File: src/rtl/alu_arbiter_if.sv
// Bundle for the ALU arbiter: two request channels, one response channel and
// the shared-ALU operand/result lines.
// slave  : the arbiter side (takes requests, drives the ALU and the response).
// master : the client/ALU side (issues requests, consumes responses, returns ALU results).
interface alu_arbiter_if #(
    parameter int unsigned DATA_W = 16
);
    // Requester 0
    logic              req0_valid;
    logic              req0_ready;
    logic [DATA_W-1:0] req0_a;
    logic [DATA_W-1:0] req0_b;
    logic [3:0]        req0_opcode;
    logic [3:0]        req0_opext;

    // Requester 1
    logic              req1_valid;
    logic              req1_ready;
    logic [DATA_W-1:0] req1_a;
    logic [DATA_W-1:0] req1_b;
    logic [3:0]        req1_opcode;
    logic [3:0]        req1_opext;

    // Response
    logic              resp_valid;
    logic              resp_ready;
    logic              resp_id;
    logic [DATA_W-1:0] resp_data;
    logic [4:0]        resp_flags;

    // Shared ALU
    logic [DATA_W-1:0] alu_a;
    logic [DATA_W-1:0] alu_b;
    logic [3:0]        alu_opcode;
    logic [3:0]        alu_opext;
    logic [DATA_W-1:0] alu_s;
    logic [4:0]        alu_clfzn;

    modport slave (
        input  req0_valid, req0_a, req0_b, req0_opcode, req0_opext,
        output req0_ready,
        input  req1_valid, req1_a, req1_b, req1_opcode, req1_opext,
        output req1_ready,
        output resp_valid, resp_id, resp_data, resp_flags,
        input  resp_ready,
        output alu_a, alu_b, alu_opcode, alu_opext,
        input  alu_s, alu_clfzn
    );

    modport master (
        output req0_valid, req0_a, req0_b, req0_opcode, req0_opext,
        input  req0_ready,
        output req1_valid, req1_a, req1_b, req1_opcode, req1_opext,
        input  req1_ready,
        input  resp_valid, resp_id, resp_data, resp_flags,
        output resp_ready,
        input  alu_a, alu_b, alu_opcode, alu_opext,
        output alu_s, alu_clfzn
    );
endinterface

File: src/rtl/alu_arbiter.sv
// Two-requester front end for a single combinational ALU.
// One op at a time: latch operands, hold them on the ALU for ALU_WAIT cycles,
// capture S/CLFZN and return them tagged with the requester id.
// Optional feature: define ALU_ARB_RR_EN for round-robin arbitration; otherwise
// requester 0 has fixed priority.
// ALU_WAIT must be in 1..15 (the settle counter is 4 bits wide).
module alu_arbiter #(
    parameter int unsigned DATA_W   = 16,
    parameter int unsigned ALU_WAIT = 1
) (
    input logic         clk,
    input logic         rst_n,
    alu_arbiter_if.slave bus
);

    typedef enum logic [1:0] {
        StIdle,
        StExec,
        StResp
    } state_e;

    localparam logic [3:0] WaitInit = 4'(ALU_WAIT - 1);

    state_e            state_q, state_d;
    logic [3:0]        wait_cnt_q, wait_cnt_d;

    logic [DATA_W-1:0] alu_a_q, alu_b_q;
    logic [3:0]        alu_opcode_q, alu_opext_q;
    logic              resp_valid_q;
    logic              resp_id_q;
    logic [DATA_W-1:0] resp_data_q;
    logic [4:0]        resp_flags_q;

    logic              any_valid;
    logic              grant;        // 0 -> requester 0, 1 -> requester 1
    logic              accept;
    logic              capture;
    logic              retire;
    logic              ready0, ready1;

    logic [DATA_W-1:0] sel_a, sel_b;
    logic [3:0]        sel_opcode, sel_opext;

`ifdef ALU_ARB_RR_EN
    logic              last_grant_q;
`endif

    assign any_valid = bus.req0_valid | bus.req1_valid;

    // Arbitration: pick the winner purely from the current valids
    always_comb begin
`ifdef ALU_ARB_RR_EN
        if (bus.req0_valid && bus.req1_valid) begin
            grant = ~last_grant_q;
        end else begin
            grant = ~bus.req0_valid;
        end
`else
        grant = ~bus.req0_valid;
`endif
    end

    // Operand mux feeding the latch on accept
    always_comb begin
        sel_a      = grant ? bus.req1_a      : bus.req0_a;
        sel_b      = grant ? bus.req1_b      : bus.req0_b;
        sel_opcode = grant ? bus.req1_opcode : bus.req0_opcode;
        sel_opext  = grant ? bus.req1_opext  : bus.req0_opext;
    end

    // FSM next state, settle counter and handshake strobes
    always_comb begin
        state_d    = state_q;
        wait_cnt_d = wait_cnt_q;
        accept     = 1'b0;
        capture    = 1'b0;
        retire     = 1'b0;
        ready0     = 1'b0;
        ready1     = 1'b0;
        unique case (state_q)
            StIdle: begin
                // ready is only raised for a valid winner, so ready implies accept
                if (any_valid) begin
                    accept     = 1'b1;
                    ready0     = ~grant;
                    ready1     = grant;
                    wait_cnt_d = WaitInit;
                    state_d    = StExec;
                end
            end
            StExec: begin
                if (wait_cnt_q != 4'd0) begin
                    wait_cnt_d = wait_cnt_q - 4'd1;
                end else begin
                    capture = 1'b1;
                    state_d = StResp;
                end
            end
            StResp: begin
                if (bus.resp_ready) begin
                    retire  = 1'b1;
                    state_d = StIdle;
                end
            end
            default: begin
                state_d = StIdle;
            end
        endcase
    end

    // State and settle counter registers
    always_ff @(posedge clk or negedge rst_n) begin
        if (!rst_n) begin
            state_q    <= StIdle;
            wait_cnt_q <= 4'd0;
        end else begin
            state_q    <= state_d;
            wait_cnt_q <= wait_cnt_d;
        end
    end

    // Operand latch: alu_* keep the last op after completion to avoid ALU toggling
    always_ff @(posedge clk or negedge rst_n) begin
        if (!rst_n) begin
            alu_a_q      <= '0;
            alu_b_q      <= '0;
            alu_opcode_q <= '0;
            alu_opext_q  <= '0;
            resp_id_q    <= 1'b0;
        end else if (accept) begin
            alu_a_q      <= sel_a;
            alu_b_q      <= sel_b;
            alu_opcode_q <= sel_opcode;
            alu_opext_q  <= sel_opext;
            resp_id_q    <= grant;
        end
    end

`ifdef ALU_ARB_RR_EN
    // Round-robin history; resets to 1 so the first contention favours requester 0
    always_ff @(posedge clk or negedge rst_n) begin
        if (!rst_n) begin
            last_grant_q <= 1'b1;
        end else if (accept) begin
            last_grant_q <= grant;
        end
    end
`endif

    // Result capture and response valid
    always_ff @(posedge clk or negedge rst_n) begin
        if (!rst_n) begin
            resp_valid_q <= 1'b0;
            resp_data_q  <= '0;
            resp_flags_q <= '0;
        end else if (capture) begin
            resp_valid_q <= 1'b1;
            resp_data_q  <= bus.alu_s;
            resp_flags_q <= bus.alu_clfzn;
        end else if (retire) begin
            resp_valid_q <= 1'b0;
        end
    end

    assign bus.req0_ready = ready0;
    assign bus.req1_ready = ready1;

    assign bus.resp_valid = resp_valid_q;
    assign bus.resp_id    = resp_id_q;
    assign bus.resp_data  = resp_data_q;
    assign bus.resp_flags = resp_flags_q;

    assign bus.alu_a      = alu_a_q;
    assign bus.alu_b      = alu_b_q;
    assign bus.alu_opcode = alu_opcode_q;
    assign bus.alu_opext  = alu_opext_q;

endmodule

File: src/flat_wrapper.sv
// flat-port wrapper written by rule: the top's interface ports become plain ports
module alu_arbiter_flat 
#(
    parameter int unsigned DATA_W   = 16,
    parameter int unsigned ALU_WAIT = 1
)
  (clk, rst_n, bus_req0_valid, bus_req0_a, bus_req0_b, bus_req0_opcode, bus_req0_opext, bus_req0_ready, bus_req1_valid, bus_req1_a, bus_req1_b, bus_req1_opcode, bus_req1_opext, bus_req1_ready, bus_resp_valid, bus_resp_id, bus_resp_data, bus_resp_flags, bus_resp_ready, bus_alu_a, bus_alu_b, bus_alu_opcode, bus_alu_opext, bus_alu_s, bus_alu_clfzn);
  alu_arbiter_if #(.DATA_W(DATA_W)) bus_i ();
  input logic clk;
  input logic rst_n;
  input wire logic [$bits(bus_i.req0_valid)-1:0] bus_req0_valid;
  input wire logic [$bits(bus_i.req0_a)-1:0] bus_req0_a;
  input wire logic [$bits(bus_i.req0_b)-1:0] bus_req0_b;
  input wire logic [$bits(bus_i.req0_opcode)-1:0] bus_req0_opcode;
  input wire logic [$bits(bus_i.req0_opext)-1:0] bus_req0_opext;
  output wire logic [$bits(bus_i.req0_ready)-1:0] bus_req0_ready;
  input wire logic [$bits(bus_i.req1_valid)-1:0] bus_req1_valid;
  input wire logic [$bits(bus_i.req1_a)-1:0] bus_req1_a;
  input wire logic [$bits(bus_i.req1_b)-1:0] bus_req1_b;
  input wire logic [$bits(bus_i.req1_opcode)-1:0] bus_req1_opcode;
  input wire logic [$bits(bus_i.req1_opext)-1:0] bus_req1_opext;
  output wire logic [$bits(bus_i.req1_ready)-1:0] bus_req1_ready;
  output wire logic [$bits(bus_i.resp_valid)-1:0] bus_resp_valid;
  output wire logic [$bits(bus_i.resp_id)-1:0] bus_resp_id;
  output wire logic [$bits(bus_i.resp_data)-1:0] bus_resp_data;
  output wire logic [$bits(bus_i.resp_flags)-1:0] bus_resp_flags;
  input wire logic [$bits(bus_i.resp_ready)-1:0] bus_resp_ready;
  output wire logic [$bits(bus_i.alu_a)-1:0] bus_alu_a;
  output wire logic [$bits(bus_i.alu_b)-1:0] bus_alu_b;
  output wire logic [$bits(bus_i.alu_opcode)-1:0] bus_alu_opcode;
  output wire logic [$bits(bus_i.alu_opext)-1:0] bus_alu_opext;
  input wire logic [$bits(bus_i.alu_s)-1:0] bus_alu_s;
  input wire logic [$bits(bus_i.alu_clfzn)-1:0] bus_alu_clfzn;
  assign bus_i.req0_valid = bus_req0_valid;
  assign bus_i.req0_a = bus_req0_a;
  assign bus_i.req0_b = bus_req0_b;
  assign bus_i.req0_opcode = bus_req0_opcode;
  assign bus_i.req0_opext = bus_req0_opext;
  assign bus_req0_ready = bus_i.req0_ready;
  assign bus_i.req1_valid = bus_req1_valid;
  assign bus_i.req1_a = bus_req1_a;
  assign bus_i.req1_b = bus_req1_b;
  assign bus_i.req1_opcode = bus_req1_opcode;
  assign bus_i.req1_opext = bus_req1_opext;
  assign bus_req1_ready = bus_i.req1_ready;
  assign bus_resp_valid = bus_i.resp_valid;
  assign bus_resp_id = bus_i.resp_id;
  assign bus_resp_data = bus_i.resp_data;
  assign bus_resp_flags = bus_i.resp_flags;
  assign bus_i.resp_ready = bus_resp_ready;
  assign bus_alu_a = bus_i.alu_a;
  assign bus_alu_b = bus_i.alu_b;
  assign bus_alu_opcode = bus_i.alu_opcode;
  assign bus_alu_opext = bus_i.alu_opext;
  assign bus_i.alu_s = bus_alu_s;
  assign bus_i.alu_clfzn = bus_alu_clfzn;
  alu_arbiter #(.DATA_W(DATA_W), .ALU_WAIT(ALU_WAIT)) u_core (.clk(clk), .rst_n(rst_n), .bus(bus_i));
endmodule
File: config.mk
export PLATFORM = sky130hd
export DESIGN_NAME = alu_arbiter_flat
export DESIGN_NICKNAME = d
export VERILOG_FILES = /design/src/rtl/alu_arbiter_if.sv /design/src/rtl/alu_arbiter.sv /design/src/flat_wrapper.sv
export SDC_FILE = /design/constraint.sdc
export NUM_CORES = 1
export LEC_CHECK = 0
export ABC_AREA = 1
export BUFFER_PORTS_ARGS = -buffer_cell sky130_fd_sc_hd__buf_2
export CORE_MARGIN = 3
export CORE_UTILIZATION = 44
export CTS_BUF_LIST = sky130_fd_sc_hd__clkbuf_16
export DETAILED_ROUTE_END_ITERATION = 8
export PLACE_DENSITY = 0.84
export SETUP_SLACK_MARGIN = 0.02
export SLEW_MARGIN = 40
export SYNTH_ARGS = -nofsm -noshare
export SYNTH_HDL_FRONTEND = slang
export SYNTH_SLANG_ARGS = --single-unit
File: constraint.sdc
create_clock -name clk -period 1.6 [get_ports clk]
set_input_delay 0.16 -clock clk [delete_from_list [all_inputs] [get_ports clk]]
set_output_delay 0.16 -clock clk [all_outputs]
set_load 0.01 [all_outputs]
==> run summary, run 1 <==
## Placed design
• 0.185 ns — Worst Setup Slack post-DPL
• 0.794 — final RePlAce weighted congestion
• 591 — placed instance count
• 170 — count of input and output buffers
• 5970 µm — post-DP HPWL
• 4000 µm² — area of placed instances

## Timing
• 0.361 ns — slew of the pin with the lowest slew margin
• false — RSZ-0062 raised after global routing
• 0 — setup violation total in the final timing report
• 1.48 ns — clock period minus final worst setup slack
• 0.116 ns — slack of the critical path
• 0.00549 ns — clock skew
• 674 MHz — timing-limited maximum frequency
• 0 — final max-slew violation count
• 92.8% — share of the cycle needed by the critical path after routing
• 0.0340 ns — worst hold slack
• 0 ns — Post-Route Setup TNS
• 75.9% — Slew headroom
• 0 — Fin. Hold Viols

## Logic synthesis
• 0% — multiplexer share of the synthesized area
• 466 — net count of the mapped netlist
• 14.7% — compound-cell area share of the yosys netlist
• 8.55 µm² — mean area per synthesized cell
• 56.4% — sequential area share after synthesis
• 0 — Synth warnings
• 56.4% — Yosys top cell area share
• 0.286% — synthesized-area fraction occupied by xor and xnor cells
• 0.817% — fraction of the mapped netlist area in adder cells
• dfrtp_1 — top cell type by total area after synthesis
• 358 — Gate Count Post-Synth
• simple AND/OR/NAND/NOR gates — combinational family with the most area after synthesis
• dfrtp_1 56%, nor2_1 11%, o31ai_1 10%, nand2_1 9.4%, o21ai_0 3.8% — cells taking the most area after synthesis
• 69 — number of synthesized register bits
• 3060 µm² — Post-Syn Area
• 21.0% — Synth Area in Simple Gates
• 15 — distinct cell type count of the synthesized netlist

## Drt
• 0 — DRC violations left
• 13.3 µm — routed length per instance
• 4.91 — Via-to-Cell Ratio
• 0 — DRT antenna net count
• 8060 µm — final wirelength
• 2985 — via total after detailed routing
• 99 — number of DRC markers after the initial detailed-route iteration
• 4 — number of optimization iterations in the first detailed-route pass

## Clock tree
• 2 — maximum buffer depth of the clock tree
• 0.06 ns — clock-pin transition on the worst setup and hold timing paths
• yes — CTS tree
• clkbuf_16 — cell at the root of the clock tree
• 3 — H-Tree Level Count
• 0.31 ns — clock network latency to the later pin of the worst-skew pair
• 9 — cts bufs inserted
• 69 — sink count of the clock tree

## Critical path
• flip-flop — startpoint type of the worst setup path
• u_core.state_q[0] — Critical Path Start
• 1.44 ns — worst endpoint required time
• 4 — Worst R2R Path Depth
• flip-flop to output pin — type of the worst setup path
• 0.41 ns — stage delay of the slowest cell on the critical path
• 1.32 ns — Data arrival, critical path
• dfrtp_1 — slowest stage cell on the critical path
• u_core.state_q[0] — startpoint of the most critical register-to-register path
• output pin — critical path endpoint category
• 0.19 ns — minimum setup slack among reg-to-reg paths
• nor2_2, o21ai_4, nor2_1, buf_2 — crit path cell chain
• 10 — Max FO, Critical Path

## Min path
• input pin to flip-flop — Min-Delay Path Class
• bus_resp_ready — Worst Hold Launch
• 2 — hold-critical path depth

## Floorplan
• 171 — I/O pin total
• 89.4 µm — vertical die dimension
• 89.4 µm — die width
• 6530 µm² — Placeable Area
• 46.9% — effective utilization at floorplan
• 8000 µm² — die area
• 29 — floorplan row count

## Final layout
• 170 x buf_2, 87 x nor2_1, 77 x nand2_1 — most frequent cells in the layout
• 0 — total inserted antenna cells
• 40.6% — Synth-to-Final Area Change
• 4300 µm² — post-route cell area
• 608 — post-route non-filler standard cell count
• 36.7% — ratio of cells with drive above 1 in the final layout
• buf_2 — most common cell after layout, fill and taps aside
• 634 — NumNets Final
• 65.9% — fraction of the core area covered by cells at the end of the flow

## Flow run
• 0 — maximum capacitance violations

## Global routing
• 12200 µm — first-pass GRT wire length
• 70 — largest net degree at the start of global routing
• 0 — number of antenna violations at the first check in global routing
• 0 — residual overflow from global routing
• 19.9% — all-layer global routing usage
• 2840 — vias in the first global route

## Power
• 8.30 mW — Final Power
• 2.38 nW — leakage power
• 1930 nW/µm² — Pwr Density
• 805 µV — worst IR drop on VDD

## Status
• completed — result of the run

sequential cells by signal (all words and copies together) (netlist names):
| signal | count |
|---|---|
| u_core.bus.alu_a | 16 |
| u_core.bus.alu_b | 16 |
| u_core.bus.alu_opcode | 4 |
| u_core.bus.alu_opext | 4 |
| u_core.bus.resp_data | 16 |
| u_core.bus.resp_flags | 5 |
| u_core.bus.resp_id | 1 |
| u_core.bus.resp_valid | 1 |
| u_core.state_q | 2 |
| u_core.wait_cnt_q | 4 |
what timing repair did:
item | CTS | global route
endpoints found under the setup margin | 0 | 2
gates resized for setup | 0 | 1
endpoints found under the hold margin | 69 | 0
hold buffers | 1 | 0
setup buffers | 0 | 0
cells in the mapped netlist:
library cell / count
buf_4: 1
a21oi_1: 2
dfrtp_1: 69
o21ai_4: 1
o21ai_0: 23
nand2_1: 77
buf_2: 13
xnor2_1: 1
inv_1: 29
clkbuf_1: 7
nand3_2: 1
ha_1: 2
nand3_1: 3
nor2_1: 88
o31ai_1: 41
worst max-delay path: cells and delay by family (launching register included):
kind	cells	cell delay [ns]
buf+inv	1	0.14
simple gates	2	0.31
compound gates	1	0.15
flops	1	0.41
cell type report:
cell class,instances,area [µm²]
inverters,29,109
clock inverters,7,66.3
well taps,77,96.3
clock buffers,9,225
repair buffers,178,951
multi-input cells,239,1130
flip-flops and latches,69,1730
fillers,558,2230
routing by layer:
layer / wire (µm) / GRT usage [%] / up-vias / part of all wire (%)
met1: 3280 / 22.5 / 1366 / 41
li1: - / - / 1494 / -
met4: 69 / 6.63 / 0 / 0.86
met5: 0 / 0 / - / 0
met2: 4070 / 36.4 / 119 / 51
met3: 644 / 4.88 / 6 / 8.0
power by group:
group | internal (mW) | total (mW) | switching [mW]
combinational | 1.37 | 3.31 | 1.95
sequential | 2.62 | 3.09 | 0.470
clock | 1.19 | 1.90 | 0.705
kinds of logic after synthesis:
family / Yosys count
XOR/XNOR: 1
flip-flops: 69
AO/OA/AOI/OAI: 67
AND/OR/NAND/NOR: 169
buffers and inverters: 50
adder cells (fa/ha/maj): 2
path summary, 6_finish.rpt:
check	endpoint
max	bus_req1_ready
min	u_core.state_q[1]
max reg2reg	u_core.bus.alu_b[13]
min reg2reg	u_core.wait_cnt_q[0]
max in group asynchronous	u_core.bus.alu_a[6]
min in group asynchronous	u_core.bus.resp_data[8]
Power figures use the tool's default switching activity.
==> run 2: changes to the inputs <==
Settings changed: ABC_AREA 1 to default, CORE_MARGIN 3 to default, CORE_UTILIZATION 44 to 45.
==> run 2 against run 1 <==
  * The run now ends with setup timing left
  * Non-clock buffer count up 11
  * Sequential share of layout area down 3.8 points
  * Combinational power up 32%
  * Area after synthesis up 7.7%
  * Global-route usage up 0.21 points
  * Critical path depth up 2
==> run summary, run 2 <==
## Critical path
• u_core.wait_cnt_q[1] — worst reg2reg path endpoint
• flip-flop — startpoint type of the worst setup path
• flip-flop to flip-flop — type of the worst setup path
• 1.80 ns — worst endpoint required time, +0.36 ns
• -0.02 ns — minimum setup slack among reg-to-reg paths, -0.21 ns
• flip-flop — critical path endpoint category
• 1.82 ns — Data arrival, critical path, +0.50 ns
• u_core.wait_cnt_q[1] — startpoint of the most critical register-to-register path
• 6 — Worst R2R Path Depth, +2
• 3 — Max FO, Critical Path, -7

## Placed design
• 5510 µm — post-DP HPWL, -7.6%
• 477 — placed instance count, -19%
• -0.0460 ns — Worst Setup Slack post-DPL, -0.231 ns
• 4290 µm² — area of placed instances, +7.1%
• 170 — count of input and output buffers, unchanged
• 0.732 — final RePlAce weighted congestion, -7.9%

## Power
• 1990 nW/µm² — Pwr Density, +3.1%
• 9.45 mW — Final Power, +14%
• 838 µV — worst IR drop on VDD, +4.0%
• 2.39 nW — leakage power, +0.35%

## Global routing
• 20.1% — all-layer global routing usage, +0.21 points
• 11600 µm — first-pass GRT wire length, -5.0%
• 0 — number of antenna violations at the first check in global routing, unchanged
• 2441 — vias in the first global route, -14%
• 0 — residual overflow from global routing, unchanged
• 70 — largest net degree at the start of global routing, unchanged

## Final layout
• 511 — NumNets Final, -19%
• buf_2 — most common cell after layout, fill and taps aside
• 4750 µm² — post-route cell area, +10%
• 507 — FILL cells, -9.1%
• 1480 µm² — combined area of the multi-input logic cells, +31%
• 1730 µm² — Seq. cell area, unchanged
• 504 — post-route non-filler standard cell count, -17%
• 68.4% — fraction of the core area covered by cells at the end of the flow, +2.5 points
• 44.1% — Synth-to-Final Area Change
• 0 — total inserted antenna cells, unchanged
• 170 x buf_2, 83 x mux2_2, 69 x dfrtp_1 — most frequent cells in the layout
• 77.7% — ratio of cells with drive above 1 in the final layout, +41 points

## Timing
• 2 — setup violation total in the final timing report, +2
• 0.0513 ns — worst hold slack, +0.0174 ns
• 101% — share of the cycle needed by the critical path after routing, +8.5 points
• 617 MHz — timing-limited maximum frequency, -8.4%
• 1.62 ns — clock period minus final worst setup slack, +0.136 ns
• true — RSZ-0062 raised after global routing
• 0 — Fin. Hold Viols, unchanged
• -0.0358 ns — Post-Route Setup TNS, -0.0358 ns
• 0.369 ns — slew of the pin with the lowest slew margin, +0.00794 ns
• 0 — final max-slew violation count, unchanged
• 0.00733 ns — clock skew, +0.00183 ns
• -0.0203 ns — slack of the critical path, -0.136 ns
• 75.4% — Slew headroom, -0.53 points

## Floorplan
• 47.5% — effective utilization at floorplan, +0.60 points
• 171 — I/O pin total, unchanged
• 30 — floorplan row count, +3.4%
• 6940 µm² — Placeable Area, +6.3%
• 87.6 µm — die width, -2.0%
• 87.6 µm — vertical die dimension, -2.0%
• 7670 µm² — die area, -4.0%

## Min path
• bus_resp_ready — Worst Hold Launch
• input pin to flip-flop — Min-Delay Path Class
• 2 — hold-critical path depth, unchanged
• u_core.state_q[1] — hold endpoint

## Logic synthesis
• dfrtp_1 — top cell type by total area after synthesis
• 85 x mux2_2, 69 x dfrtp_1, 18 x mux2_4 — ranking of synthesized cells by instance count
• dfrtp_1 52%, mux2_2 29%, mux2_4 8.2%, clkbuf_8 1.3%, nand2b_4 0.83% — cells taking the most area after synthesis
• 215 — Gate Count Post-Synth, -40%
• 29 — distinct cell type count of the synthesized netlist, +14
• 15.3 µm² — mean area per synthesized cell, +79%
• 0 — Post-synth EDFFs, unchanged
• 100% — fraction of synthesis flops using an asynchronous set or reset pin, unchanged
• dfrtp_1 — dominant synthesized flop cell
• 3300 µm² — Post-Syn Area, +7.7%
• 52.4% — sequential area share after synthesis, -4.0 points
• 69 — number of synthesized register bits, unchanged
• 323 — net count of the mapped netlist, -31%
• 52.4% — Yosys top cell area share, -4.0 points
• 0 — Synth warnings, unchanged
• mux2_2 — leading cell type by number of instances after synthesis

## Drt
• 4.76 — Via-to-Cell Ratio, -3.1%
• 7730 µm — final wirelength, -4.1%
• 4 — number of optimization iterations in the first detailed-route pass, unchanged
• 2397 — via total after detailed routing, -20%
• 15.3 µm — routed length per instance, +16%
• 0 — DRC violations left, unchanged
• 0 — DRT antenna net count, unchanged
• 53 — number of DRC markers after the initial detailed-route iteration, -46%

## Status
• finished with violations — result of the run
• setup timing — failing checks

## Clock tree
• clkbuf_16 — cell at the root of the clock tree
• 3 — H-Tree Level Count, unchanged
• 69 — sink count of the clock tree, unchanged
• 2 — maximum buffer depth of the clock tree, unchanged
• yes — CTS tree
• 0.06 ns — clock-pin transition on the worst setup and hold timing paths, about the same
• 9 — cts bufs inserted, unchanged
• 0.32 ns — clock network latency to the later pin of the worst-skew pair, about the same

## Flow run
• 0 — maximum capacitance violations, unchanged

run 2: cell types whose count changed after synthesis, sizes merged, moves of 2 or more:
cell / delta
a211o: +2
buf: -6
clkbuf: -3
inv: -25
mux2: +103
nand2: -76
nand2b: +4
nand3: -4
nor2: -83
o21ai: -22
o31ai: -41
run 2: critical path: stages, from the launching register on:
cell and delay (ns):
dfrtp_1 0.36, inv_2 0.06, ha_4 0.15, nor3b_4 0.15
buf_6 0.13, a211oi_4 0.32, mux2_4 0.33
run 2: cell type report:
| class | instances | share of cell area (%) |
|---|---|---|
| multi-input combinational | 130 | 31.1 |
| tap | 96 | 2.53 |
| inverter | 4 | 0.316 |
| sequential | 69 | 36.3 |
| timing repair buffer | 189 | 23.4 |
| clock inverter | 7 | 1.55 |
| clock buffer | 9 | 4.74 |
run 2: cell families (layout without fill, tap and decap cells):
family,count (synthesis),in the layout,synth area share (%)
compound gates,9,9,2.13
fa+ha+maj,2,2,0.759
buf+inv,16,209,4.06
flops,69,69,52.4
mux,103,103,37.2
simple gates,16,16,3.45
run 2: repair_timing:
| item | in CTS | in global routing |
|---|---|---|
| buffers inserted | 4 | 4 |
| endpoints found under the hold margin | 69 | 0 |
| endpoints found under the setup margin | 23 | 20 |
| hold buffers | 1 | 0 |
| gates resized for setup | 10 | 2 |
| pin swaps | 1 | 2 |
| cloned | 1 | 1 |
run 2: report_power, final:
part	total [mW]	switching, mW	internal (mW)	leakage, nW
sequential	3.11	0.468	2.65	0.812
combinational	4.38	1.84	2.54	1.43
clock	1.96	0.742	1.21	0.148
run 2: worst max-delay path by stage:
stage                    startpoint                       end  slack (ns)  depth (start not counted)
6_report       u_core.wait_cnt_q[1]      u_core.wait_cnt_q[1]       -0.02                          6
5_1_grt        u_core.wait_cnt_q[1]      u_core.wait_cnt_q[1]       -0.07                          6
4_1_cts        u_core.wait_cnt_q[1]      u_core.wait_cnt_q[1]        0.03                          6
3_5_place_dp   u_core.wait_cnt_q[0]      u_core.wait_cnt_q[1]       -0.05                          5
3_3_place_gp   u_core.wait_cnt_q[0]  u_core.bus.resp_flags[1]        0.03                          6
2_1_floorplan  u_core.wait_cnt_q[0]  u_core.bus.resp_data[10]      -0.003                          7
run 2: per-layer routing:
layer	GRT usage, %	part of all wire (%)	up-vias
li1	-	-	1150
met1	23.5	41	1157
met2	37.0	53	85
met3	4.90	6.3	5
met4	4.92	0.60	0
met5	0	0	-
==> run 3: changes to the inputs <==
Settings changed: SETUP_SLACK_MARGIN 0.02 to default.
==> run 3 against run 2 <==
  * The flow still finishes with violations (setup timing)
  * Non-clock buffer count fell by 2
  * Worst setup slack got worse by 0.027 ns
  * Critical path depth did not move
  * Hold slack got worse by 0.0017 ns
  * Critical path type unchanged
  * Largest cell class unchanged
  * Largest power group unchanged
==> run summary, run 3 (synthesized netlist as in run 2, its figures left out) <==
## Global routing
• 11500 µm — first-pass GRT wire length, -1.2%
• 0 — number of antenna violations at the first check in global routing, unchanged
• 19.8% — all-layer global routing usage, -0.24 points
• 2427 — vias in the first global route, -0.57%
• 70 — largest net degree at the start of global routing, unchanged
• 0 — residual overflow from global routing, unchanged

## Drt
• 0 — DRC violations left, unchanged
• 0 — DRT antenna net count, unchanged
• 2396 — via total after detailed routing, -0.042%
• 15.1 µm — routed length per instance, -1.5%
• 4 — number of optimization iterations in the first detailed-route pass, unchanged
• 4.77 — Via-to-Cell Ratio, +0.36%
• 46 — number of DRC markers after the initial detailed-route iteration, -13%
• 7580 µm — final wirelength, -1.9%

## Status
• finished with violations — result of the run
• setup timing — failing checks

## Min path
• 2 — hold-critical path depth, unchanged
• bus_resp_ready — Worst Hold Launch
• u_core.state_q[1] — hold endpoint
• input pin to flip-flop — Min-Delay Path Class

## Floorplan
• 30 — floorplan row count, unchanged
• 87.6 µm — vertical die dimension, unchanged
• 6940 µm² — Placeable Area, unchanged
• 7670 µm² — die area, unchanged
• 87.6 µm — die width, unchanged
• 171 — I/O pin total, unchanged
• 47.5% — effective utilization at floorplan, unchanged

## Timing
• 75.0% — Slew headroom, -0.43 points
• 607 MHz — timing-limited maximum frequency, -1.6%
• 0.0496 ns — worst hold slack, -0.00170 ns
• true — RSZ-0062 raised after global routing
• 0.376 ns — slew of the pin with the lowest slew margin, +0.00644 ns
• -0.0922 ns — Post-Route Setup TNS, -0.0564 ns
• 0 — Fin. Hold Viols, unchanged
• 2 — setup violation total in the final timing report, unchanged
• 1.65 ns — clock period minus final worst setup slack, +0.0270 ns
• -0.0473 ns — slack of the critical path, -0.0270 ns
• 0 — final max-slew violation count, unchanged
• 0.00696 ns — clock skew, -0.000368 ns
• 103% — share of the cycle needed by the critical path after routing, +1.7 points

## Final layout
• 77.3% — ratio of cells with drive above 1 in the final layout, -0.36 points
• 170 x buf_2, 83 x mux2_2, 69 x dfrtp_1 — most frequent cells in the layout
• 0 — total inserted antenna cells, unchanged
• 510 — FILL cells, +0.59%
• 509 — NumNets Final, -0.39%
• buf_2 — most common cell after layout, fill and taps aside
• 67.9% — fraction of the core area covered by cells at the end of the flow, -0.50 points
• 43.1% — Synth-to-Final Area Change

## Power
• 1980 nW/µm² — Pwr Density, -0.31%
• 2.37 nW — leakage power, -0.78%
• 896 µV — worst IR drop on VDD, +7.0%

## Critical path
• flip-flop to flip-flop — type of the worst setup path
• 1.85 ns — Data arrival, critical path, +0.03 ns
• u_core.wait_cnt_q[1] — startpoint of the most critical register-to-register path
• -0.05 ns — minimum setup slack among reg-to-reg paths, -0.03 ns
• u_core.wait_cnt_q[1] — worst reg2reg path endpoint
• 1.80 ns — worst endpoint required time, about the same
• 6 — Worst R2R Path Depth, unchanged
• flip-flop — startpoint type of the worst setup path
• flip-flop — critical path endpoint category
• 3 — Max FO, Critical Path, unchanged

## Clock tree
• clkbuf_16 — cell at the root of the clock tree
• 3 — H-Tree Level Count, unchanged
• 69 — sink count of the clock tree, unchanged
• 2 — maximum buffer depth of the clock tree, unchanged
• 9 — cts bufs inserted, unchanged
• 0.32 ns — clock network latency to the later pin of the worst-skew pair, about the same
• 0.06 ns — clock-pin transition on the worst setup and hold timing paths, about the same
• yes — CTS tree

## Placed design
• 170 — count of input and output buffers, unchanged
• 0.732 — final RePlAce weighted congestion, unchanged
• 5510 µm — post-DP HPWL, unchanged

## Flow run
• 0 — maximum capacitance violations, unchanged

[run 3: changes by cell type in the layout (fill, tap and decap cells not counted)]
| cell | previous run | this run |
|---|---|---|
| buf_4 | 9 | 8 |
| clkbuf_16 | 10 | 9 |
| nor2_1 | 4 | 5 |
| nor2_2 | 1 | 0 |
[run 3: worst max-delay path, cell delays in order, from the launching register on]
cell and delay (ns):
dfrtp_1 0.38, inv_2 0.07, ha_4 0.16, nor3b_4 0.15, buf_6 0.13, a211oi_4 0.31
mux2_4 0.33
[run 3: layer usage]
layer	vias up	wire length, µm	global-route usage [%]
met5	-	0	0
met4	0	41	4.92
met3	4	483	4.90
met2	83	4030	36.8
met1	1158	3020	22.9
li1	1151	-	-
[run 3: worst max-delay path by stage]
stage / start / to / slack, ns
2_1_floorplan: u_core.wait_cnt_q[0] / u_core.bus.resp_data[10] / -0.003
3_3_place_gp: u_core.wait_cnt_q[0] / u_core.bus.resp_flags[1] / 0.03
3_5_place_dp: u_core.wait_cnt_q[0] / u_core.wait_cnt_q[1] / -0.05
4_1_cts: u_core.wait_cnt_q[0] / u_core.wait_cnt_q[1] / -0.01
5_1_grt: u_core.wait_cnt_q[0] / u_core.wait_cnt_q[1] / -0.07
6_report: u_core.wait_cnt_q[1] / u_core.wait_cnt_q[1] / -0.05
[run 3: repair_timing]
| item | in CTS | in global routing |
|---|---|---|
| buffers inserted | 4 | 3 |
| pin swaps | 1 | 2 |
| hold endpoints to repair | 69 | 0 |
| endpoints found under the setup margin | 20 | 10 |
| gates resized for setup | 5 | 6 |
| hold buffers | 1 | 0 |
| gates cloned | 1 | 0 |
[run 3: cell type report]
| type | count | area, µm² | area share (%) |
|---|---|---|---|
| Inverter | 4 | 15.0 | 0.318 |
| Sequential cell | 69 | 1730 | 36.6 |
| Tap cell | 96 | 120 | 2.55 |
| Clock buffer | 9 | 225 | 4.77 |
| Timing Repair Buffer | 187 | 1080 | 22.9 |
| Multi-Input combinational cell | 130 | 1480 | 31.3 |
| Clock inverter | 7 | 73.8 | 1.56 |
[run 3: where the power goes]
group / internal, mW / leakage [nW] / switching, mW
registers: 2.65 / 0.812 / 0.469
clock network: 1.21 / 0.148 / 0.739
logic: 2.47 / 1.41 / 1.82
[run 3: metrics by stage]
step / total power, mW / instance area [µm²] / cells / worst slack [ns]
6_report: 9.35 / 4720 / 502 / -0.0473
4_1_cts: 9.27 / 4660 / 499 / -0.0131
2_1_floorplan: 5.72 / 3300 / 215 / -0.00289
3_5_place_dp: 7.08 / 4290 / 477 / -0.0460
3_3_place_gp: 6.91 / 4290 / 477 / 0.0337
5_1_grt: 9.92 / 4720 / 502 / -0.0744
